### src/rtl/keypad_emulator_pkg.sv
// Shared definitions for the keypad emulator: matrix geometry, key index encoding and FSM states.
package keypad_emulator_pkg;

  localparam int NUM_COLS = 3;
  localparam int NUM_ROWS = 4;
  localparam int NUM_KEYS = NUM_COLS * NUM_ROWS;
  localparam int KEY_W    = 4;

  typedef logic [KEY_W-1:0]            key_t;
  typedef logic [$clog2(NUM_COLS)-1:0] col_idx_t;
  typedef logic [$clog2(NUM_ROWS)-1:0] row_idx_t;

  // Keys used by the coin/button replay sources.
  localparam key_t KEY_COIN  = 4'd0;
  localparam key_t KEY_START = 4'd1;

  // Column pattern that opens a scan frame: column 0 strobed low.
  localparam logic [NUM_COLS-1:0] FRAME_START_COL = {{(NUM_COLS-1){1'b1}}, 1'b0};

  typedef enum logic [1:0] {
    ST_IDLE    = 2'd0,
    ST_PRESS   = 2'd1,
    ST_RELEASE = 2'd2
  } state_e;

  function automatic logic key_is_valid(input key_t k);
    return k < key_t'(NUM_KEYS);
  endfunction

  function automatic col_idx_t key_col(input key_t k);
    return col_idx_t'(k / key_t'(NUM_ROWS));
  endfunction

  function automatic row_idx_t key_row(input key_t k);
    return row_idx_t'(k % key_t'(NUM_ROWS));
  endfunction

endpackage

### src/rtl/keypad_emulator_if.sv
// Scanner pins plus the press-command handshake; master = scanner/command side, slave = emulator.
interface keypad_emulator_if;
  import keypad_emulator_pkg::*;

  logic [NUM_COLS-1:0] col;
  logic [NUM_ROWS-1:0] row;
  logic                cmd_valid;
  key_t                cmd_key;
  logic                cmd_ready;
  logic                busy;
  logic                done;
  logic                err;

  modport master (
    output col, cmd_valid, cmd_key,
    input  row, cmd_ready, busy, done, err
  );

  modport slave (
    input  col, cmd_valid, cmd_key,
    output row, cmd_ready, busy, done, err
  );

endinterface

### src/rtl/keypad_emulator_scan_frame_detect.sv
// Registers the column strobes and flags the start of each scan frame; also reports whether the
// live strobe pattern is a legal single-column select.
module keypad_emulator_scan_frame_detect
  import keypad_emulator_pkg::*;
(
  input  logic                clk,
  input  logic                reset,
  input  logic [NUM_COLS-1:0] col_i,
  output logic                one_hot_o,
  output logic                boundary_o
);

  logic [NUM_COLS-1:0] col_q;
  logic [NUM_COLS-1:0] col_prev_q;

  // NOTE: non-blocking so col_prev_q takes the pre-edge col_q; blocking would collapse the two stages.
  always_ff @(posedge clk or posedge reset) begin
    if (reset) begin
      col_q      <= '1;
      col_prev_q <= '1;
    end else begin
      col_q      <= col_i;
      col_prev_q <= col_q;
    end
  end

  assign one_hot_o  = ($countones(~col_i) == 1);
  assign boundary_o = (col_q == FRAME_START_COL) && (col_prev_q != FRAME_START_COL);

endmodule

### src/rtl/keypad_emulator.sv
// Keypad matrix responder: holds one injected key for HOLD_SCANS frames, releases for GAP_SCANS
// frames, then pulses done; a stalled scanner aborts the press with err.
module keypad_emulator
  import keypad_emulator_pkg::*;
#(
  parameter int HOLD_SCANS     = 20,
  parameter int GAP_SCANS      = 20,
  parameter int TIMEOUT_CYCLES = 65535
) (
  input  logic              clk,
  input  logic              reset,
  keypad_emulator_if.slave  kp
);

  localparam int FRAME_MAX = (HOLD_SCANS > GAP_SCANS) ? HOLD_SCANS : GAP_SCANS;
  localparam int FRAME_W   = $clog2(FRAME_MAX + 1);
  localparam int WD_W      = $clog2(TIMEOUT_CYCLES + 1);

  localparam logic [FRAME_W-1:0] HOLD_LAST = FRAME_W'(HOLD_SCANS - 1);
  localparam logic [FRAME_W-1:0] GAP_LAST  = FRAME_W'(GAP_SCANS - 1);
  localparam logic [WD_W-1:0]    WD_LAST   = WD_W'(TIMEOUT_CYCLES - 1);

  state_e               state_q, state_d;
  key_t                 key_q, key_d;
  logic [FRAME_W-1:0]   frame_cnt_q, frame_cnt_d;
  logic [WD_W-1:0]      wd_cnt_q, wd_cnt_d;
  logic                 done_q, done_d;
  logic                 err_q, err_d;
  logic                 col_one_hot;
  logic                 boundary;
  logic [NUM_ROWS-1:0]  row_n;

  keypad_emulator_scan_frame_detect u_frame_detect (
    .clk        (clk),
    .reset      (reset),
    .col_i      (kp.col),
    .one_hot_o  (col_one_hot),
    .boundary_o (boundary)
  );

  always_ff @(posedge clk or posedge reset) begin
    if (reset) begin
      state_q     <= ST_IDLE;
      key_q       <= '0;
      frame_cnt_q <= '0;
      wd_cnt_q    <= '0;
      done_q      <= 1'b0;
      err_q       <= 1'b0;
    end else begin
      state_q     <= state_d;
      key_q       <= key_d;
      frame_cnt_q <= frame_cnt_d;
      wd_cnt_q    <= wd_cnt_d;
      done_q      <= done_d;
      err_q       <= err_d;
    end
  end

  // NOTE: every signal gets its default before the case so no path leaves one unassigned (no latch).
  always_comb begin
    state_d     = state_q;
    key_d       = key_q;
    frame_cnt_d = frame_cnt_q;
    wd_cnt_d    = wd_cnt_q;
    done_d      = 1'b0;
    err_d       = 1'b0;
    unique case (state_q)
      ST_IDLE: begin
        if (kp.cmd_valid) begin
          if (key_is_valid(kp.cmd_key)) begin
            state_d     = ST_PRESS;
            key_d       = kp.cmd_key;
            frame_cnt_d = '0;
            wd_cnt_d    = '0;
          end else begin
            err_d = 1'b1;
          end
        end
      end
      ST_PRESS, ST_RELEASE: begin
        // A boundary always wins over the watchdog: a live scanner is never aborted.
        if (boundary) begin
          wd_cnt_d = '0;
          if (frame_cnt_q == ((state_q == ST_PRESS) ? HOLD_LAST : GAP_LAST)) begin
            frame_cnt_d = '0;
            if (state_q == ST_PRESS) begin
              state_d = ST_RELEASE;
            end else begin
              state_d = ST_IDLE;
              done_d  = 1'b1;
            end
          end else begin
            frame_cnt_d = frame_cnt_q + FRAME_W'(1);
          end
        end else if (wd_cnt_q == WD_LAST) begin
          state_d = ST_IDLE;
          err_d   = 1'b1;
        end else begin
          wd_cnt_d = wd_cnt_q + WD_W'(1);
        end
      end
      default: state_d = ST_IDLE;
    endcase
  end

  // Matrix model: zero-latency path from the live column strobe, suppressed for illegal strobes.
  always_comb begin
    row_n = '1;
    if (state_q == ST_PRESS && col_one_hot && !kp.col[key_col(key_q)]) begin
      row_n[key_row(key_q)] = 1'b0;
    end
  end

  assign kp.row       = row_n;
  assign kp.cmd_ready = (state_q == ST_IDLE);
  assign kp.busy      = (state_q != ST_IDLE);
  assign kp.done      = done_q;
  assign kp.err       = err_q;

endmodule

### src/flat_wrapper.sv
// flat-port wrapper written by rule: the top's interface ports become plain ports
module keypad_emulator_flat import keypad_emulator_pkg::*;
#(
  parameter int HOLD_SCANS     = 20,
  parameter int GAP_SCANS      = 20,
  parameter int TIMEOUT_CYCLES = 65535
)
  (clk, reset, kp_col, kp_cmd_valid, kp_cmd_key, kp_row, kp_cmd_ready, kp_busy, kp_done, kp_err);
  keypad_emulator_if kp_i ();
  input  logic clk;
  input  logic reset;
  input wire logic [$bits(kp_i.col)-1:0] kp_col;
  input wire logic [$bits(kp_i.cmd_valid)-1:0] kp_cmd_valid;
  input wire logic [$bits(kp_i.cmd_key)-1:0] kp_cmd_key;
  output wire logic [$bits(kp_i.row)-1:0] kp_row;
  output wire logic [$bits(kp_i.cmd_ready)-1:0] kp_cmd_ready;
  output wire logic [$bits(kp_i.busy)-1:0] kp_busy;
  output wire logic [$bits(kp_i.done)-1:0] kp_done;
  output wire logic [$bits(kp_i.err)-1:0] kp_err;
  assign kp_i.col = kp_col;
  assign kp_i.cmd_valid = kp_cmd_valid;
  assign kp_i.cmd_key = kp_cmd_key;
  assign kp_row = kp_i.row;
  assign kp_cmd_ready = kp_i.cmd_ready;
  assign kp_busy = kp_i.busy;
  assign kp_done = kp_i.done;
  assign kp_err = kp_i.err;
  keypad_emulator #(.HOLD_SCANS(HOLD_SCANS), .GAP_SCANS(GAP_SCANS), .TIMEOUT_CYCLES(TIMEOUT_CYCLES)) u_core (.clk(clk), .reset(reset), .kp(kp_i));
endmodule
### config.mk
export PLATFORM = sky130hd
export DESIGN_NAME = keypad_emulator_flat
export DESIGN_NICKNAME = d
export VERILOG_FILES = /design/src/rtl/keypad_emulator_pkg.sv /design/src/rtl/keypad_emulator_if.sv /design/src/rtl/keypad_emulator_scan_frame_detect.sv /design/src/rtl/keypad_emulator.sv /design/src/flat_wrapper.sv
export SDC_FILE = /design/constraint.sdc
export NUM_CORES = 1
export LEC_CHECK = 0
export ABC_AREA = 0
export ABC_CLOCK_PERIOD_IN_PS = 2000
export CORE_MARGIN = 3
export CORE_UTILIZATION = 51
export DETAILED_ROUTE_END_ITERATION = 10
export GPL_TIMING_DRIVEN = 0
export PLACE_DENSITY = 0.72
export SYNTH_ARGS = -nofsm -noshare
export SYNTH_HDL_FRONTEND = slang
export SYNTH_SLANG_ARGS = --single-unit
### constraint.sdc
create_clock -name clk -period 2 [get_ports clk]
set_input_delay 0.4 -clock clk [delete_from_list [all_inputs] [get_ports clk]]
set_output_delay 0.4 -clock clk [all_outputs]
set_load 0.02 [all_outputs]
==> impl_results.md <==
* Post-synth EDFFs at 0
* Critical Path End Type: primary output
* Die Y at 67.9 um
* Worst EP arrival at 1630 ps
* Register bit total from synthesis at 35
* Clock root buffer: clkbuf_8
* Total of max-cap violations at 0
* RePlAce Congestion at 0.793
* Initial antenna violation count at 0
* DRC violations left at 0
* Net Count, Synth at 221
* Sequential-to-total area share from yosys stat at 0.451
* Avg Cell Area, Syn at 9.59 um2
* Comb pwr share at 0.203
* Post-Synthesis Cell Area at 1960 um2
* Overall power at 1.73 mW
* Clk pwr share at 0.272
* Design area at 2330 um2
* Detailed Place HPWL at 3070 um
* Vias at 1704
* N_diodes at 0
* Clock period minus worst slack at 2030 ps
* Vias/cell at 6.15
* Final ANT Viol Nets at 0
* Failing checks: negative setup slack
* Worst hold margin at 241 ps
* Row cnt at 21
* Switching pwr at 536 uW
* Final Worst Setup Slack at -32.9 ps
* Status: finished, violations left
* GRT Total Usage at 0.235
* Hold WC Path Type: primary input to flop
* Critical Path Start Type: flop
* RSZ-0062 raised after global routing: yes
* Setup violators final at 2
* Distinct cells, synth at 47
* IO Port Bufs at 17
* Die area at 4620 um2
* Fin. Hold Viols at 0
* Crit path max fanout at 3
* Slew HR at 0.515
* Clock edge transition at the registers on the reported setup and hold paths at 60 ps
* Final period util at 1.02
* Drt wl/cell at 16.5 um
* Clock buffer depth at 2
* Clock sinks at 35
* Placed Instances at 267
* CTS tree: done
* Max Slew Vio Count at 0
* P_int at 1.20 mW
* Post-Route WL at 4570 um
* GRT overflow at 0
* Static Leakage at 1.05 nW
* Max rail drop VDD at 575 uV
* Synth-to-Final Area Change at 19.2%
* Syn Inst Count at 204
* Max incr delay on CP at 410 ps
* CTS Buf Count at 5
* Initial DRC Count at 140
* Prevailing post-synth register cell: dfrtp_1
* Reg power frac at 0.525
* Later-pin clock latency in the skew report at 280 ps
* First-pass GRT wire length at 7900 um
* Power per cell area at 742 nW/um2
* Pre-CTS WS at -838 ps
* I/O pin count at 18
* Cell Chain, Critical Path: mux2i_1, o22ai_2, nor4_4, nand2b_1, buf_6
* CTS H-tree lvls at 2
* Initial Util at 0.556
* Number of global-route vias before repair at 1666
* Syn. warnings at 0
* Die Width at 67.9 um
* FFs w/ async S/R, synth at 1.00
* Setup CP Type: flop to primary output
* Worst-Margin Slew at 727 ps
* Sw frac at 0.310
* DR pass1 iterations at 6
* Skew final at 5.91 ps
* Worst Path Required at 1600 ps
* Layout Nets at 248
* Proportion of layout cells with a drive suffix above 1 at 0.208
* Final non-filler cell total at 277
* Maximum clock rate at 492 MHz
* Core Footprint at 3520 um2
* Largest net degree at the start of global routing at 36
* Crit-path slowest cell: dfrtp_1
* Placed Area at 2190 um2
-- stage by stage --
stage / utilization / TNS [ps]
2_1_floorplan: - / 0
3_3_place_gp: 0.621 / -4320
3_5_place_dp: 0.621 / -5130
4_1_cts: 0.649 / -148
5_1_grt: 0.662 / -813
6_report: 0.662 / -53.5
-- power by group through the flow --
stage / sequential, mW / clock (mW) / combinational, mW
final: 0.908 / 0.471 / 0.352
after global routing: 0.928 / 0.515 / 0.396
after CTS: 0.899 / 0.485 / 0.339
after detailed placement: 0.909 / 0 / 0.327
after global placement: 0.898 / 0 / 0.303
after floorplan: 0.883 / 0 / 0.237
-- registers in the layout, indices dropped and copies added (netlist names) --
signal and flops:
u_core.frame_cnt_q 5, u_core.key_q 4, u_core.kp.done 1, u_core.kp.err 1, u_core.state_q 2, u_core.u_frame_detect.col_prev_q 3
u_core.u_frame_detect.col_q 3, u_core.wd_cnt_q 16
-- synthesized netlist by cell type (2+ instances only) --
| master | n | area, um2 |
|---|---|---|
| clkbuf_1 | 3 | 11.3 |
| buf_2 | 2 | 10.0 |
| a21oi_1 | 7 | 35.0 |
| dfstp_2 | 6 | 158 |
| o211ai_1 | 4 | 30.0 |
| nand3_1 | 15 | 75.1 |
| mux2i_1 | 2 | 20.0 |
| and3_1 | 2 | 12.5 |
| o21ai_0 | 14 | 70.1 |
| nand2b_1 | 3 | 18.8 |
| mux2_2 | 2 | 22.5 |
| inv_1 | 8 | 30.0 |
| dfrtp_1 | 29 | 726 |
| and4_1 | 4 | 35.0 |
| nand2_4 | 3 | 33.8 |
| nand2_1 | 21 | 78.8 |
| nor2_1 | 17 | 63.8 |
| o31ai_1 | 3 | 22.5 |
| or4_1 | 5 | 37.5 |
| ha_1 | 6 | 75.1 |
| a31oi_1 | 3 | 18.8 |
| and2_1 | 2 | 12.5 |
| nor3_1 | 3 | 15.0 |
| nand3b_1 | 2 | 15.0 |
| a22o_1 | 3 | 26.3 |
| a21o_1 | 3 | 22.5 |
| nor4_1 | 2 | 12.5 |
| nand4_1 | 8 | 50.1 |
| o22ai_1 | 4 | 25.0 |
-- cells in the final DEF, fill, tap and decap left out, drive strengths merged, types with 4 or more instances in the layout --
master / instances
o22ai: 4
nand3: 16
and4: 4
dfrtp: 29
dfstp: 6
clkdlybuf4s50: 8
nor2: 17
inv: 8
a21oi: 8
clkbuf: 11
o21ai: 14
or4: 5
buf: 11
nand2: 24
ha: 6
nand4: 9
o211ai: 4
-- logic make-up after synthesis --
kind of cell / synth area share
muxes: 0.0217
and+or+nand+nor: 0.278
DFF: 0.451
adders and majority gates: 0.0486
AOI/OAI and AO/OA: 0.168
buffers and inverters: 0.0320
-- worst max-delay path: cells and delay by family (launching register included) --
kind	cells	cell delay, ps
flops	1	410
mux	1	230
buf+inv	1	140
simple gates	2	430
compound gates	1	130
-- layer usage --
layer,share of wire,GRT usage,routed length [um],up-vias
met2,0.49,0.369,2250,56
li1,-,-,-,812
met5,0,0,0,-
met3,0.062,0.0608,282,6
met1,0.44,0.310,1990,830
met4,0.011,0.0943,51,0
-- timing repair --
action,in CTS,in global routing
endpoints found under the hold margin,0,0
endpoints found under the setup margin,16,17
gates cloned,0,0
gates resized for setup,35,11
buffers inserted,3,1
hold buffers,0,0
pin swaps,5,6
-- worst paths after layout --
| check | from | to | slack (ps) | cells after the start |
|---|---|---|---|---|
| max in group asynchronous | reset | u_core.wd_cnt_q[15] | 960 | 2 |
| max | u_core.key_q[3] | kp_row[0] | -30 | 5 |
| min in group asynchronous | reset | u_core.kp.err | 560 | 2 |
| max reg2reg | u_core.state_q[1] | u_core.wd_cnt_q[13] | 30 | 6 |
| min reg2reg | u_core.u_frame_detect.col_q[2] | u_core.u_frame_detect.col_prev_q[2] | 380 | 0 |
| min | kp_col[2] | u_core.u_frame_detect.col_q[2] | 240 | 1 |
-- final cells by class --
class / count / area [um2]
Inverter: 8 / 30.0
Timing Repair Buffer: 21 / 181
Fill cell: 297 / 1190
Multi-Input combinational cell: 155 / 1070
Clock buffer: 7 / 76.3
Buffer: 5 / 30.0
Tap cell: 46 / 57.6
Sequential cell: 35 / 883
(Power assumes the default switching activity.)
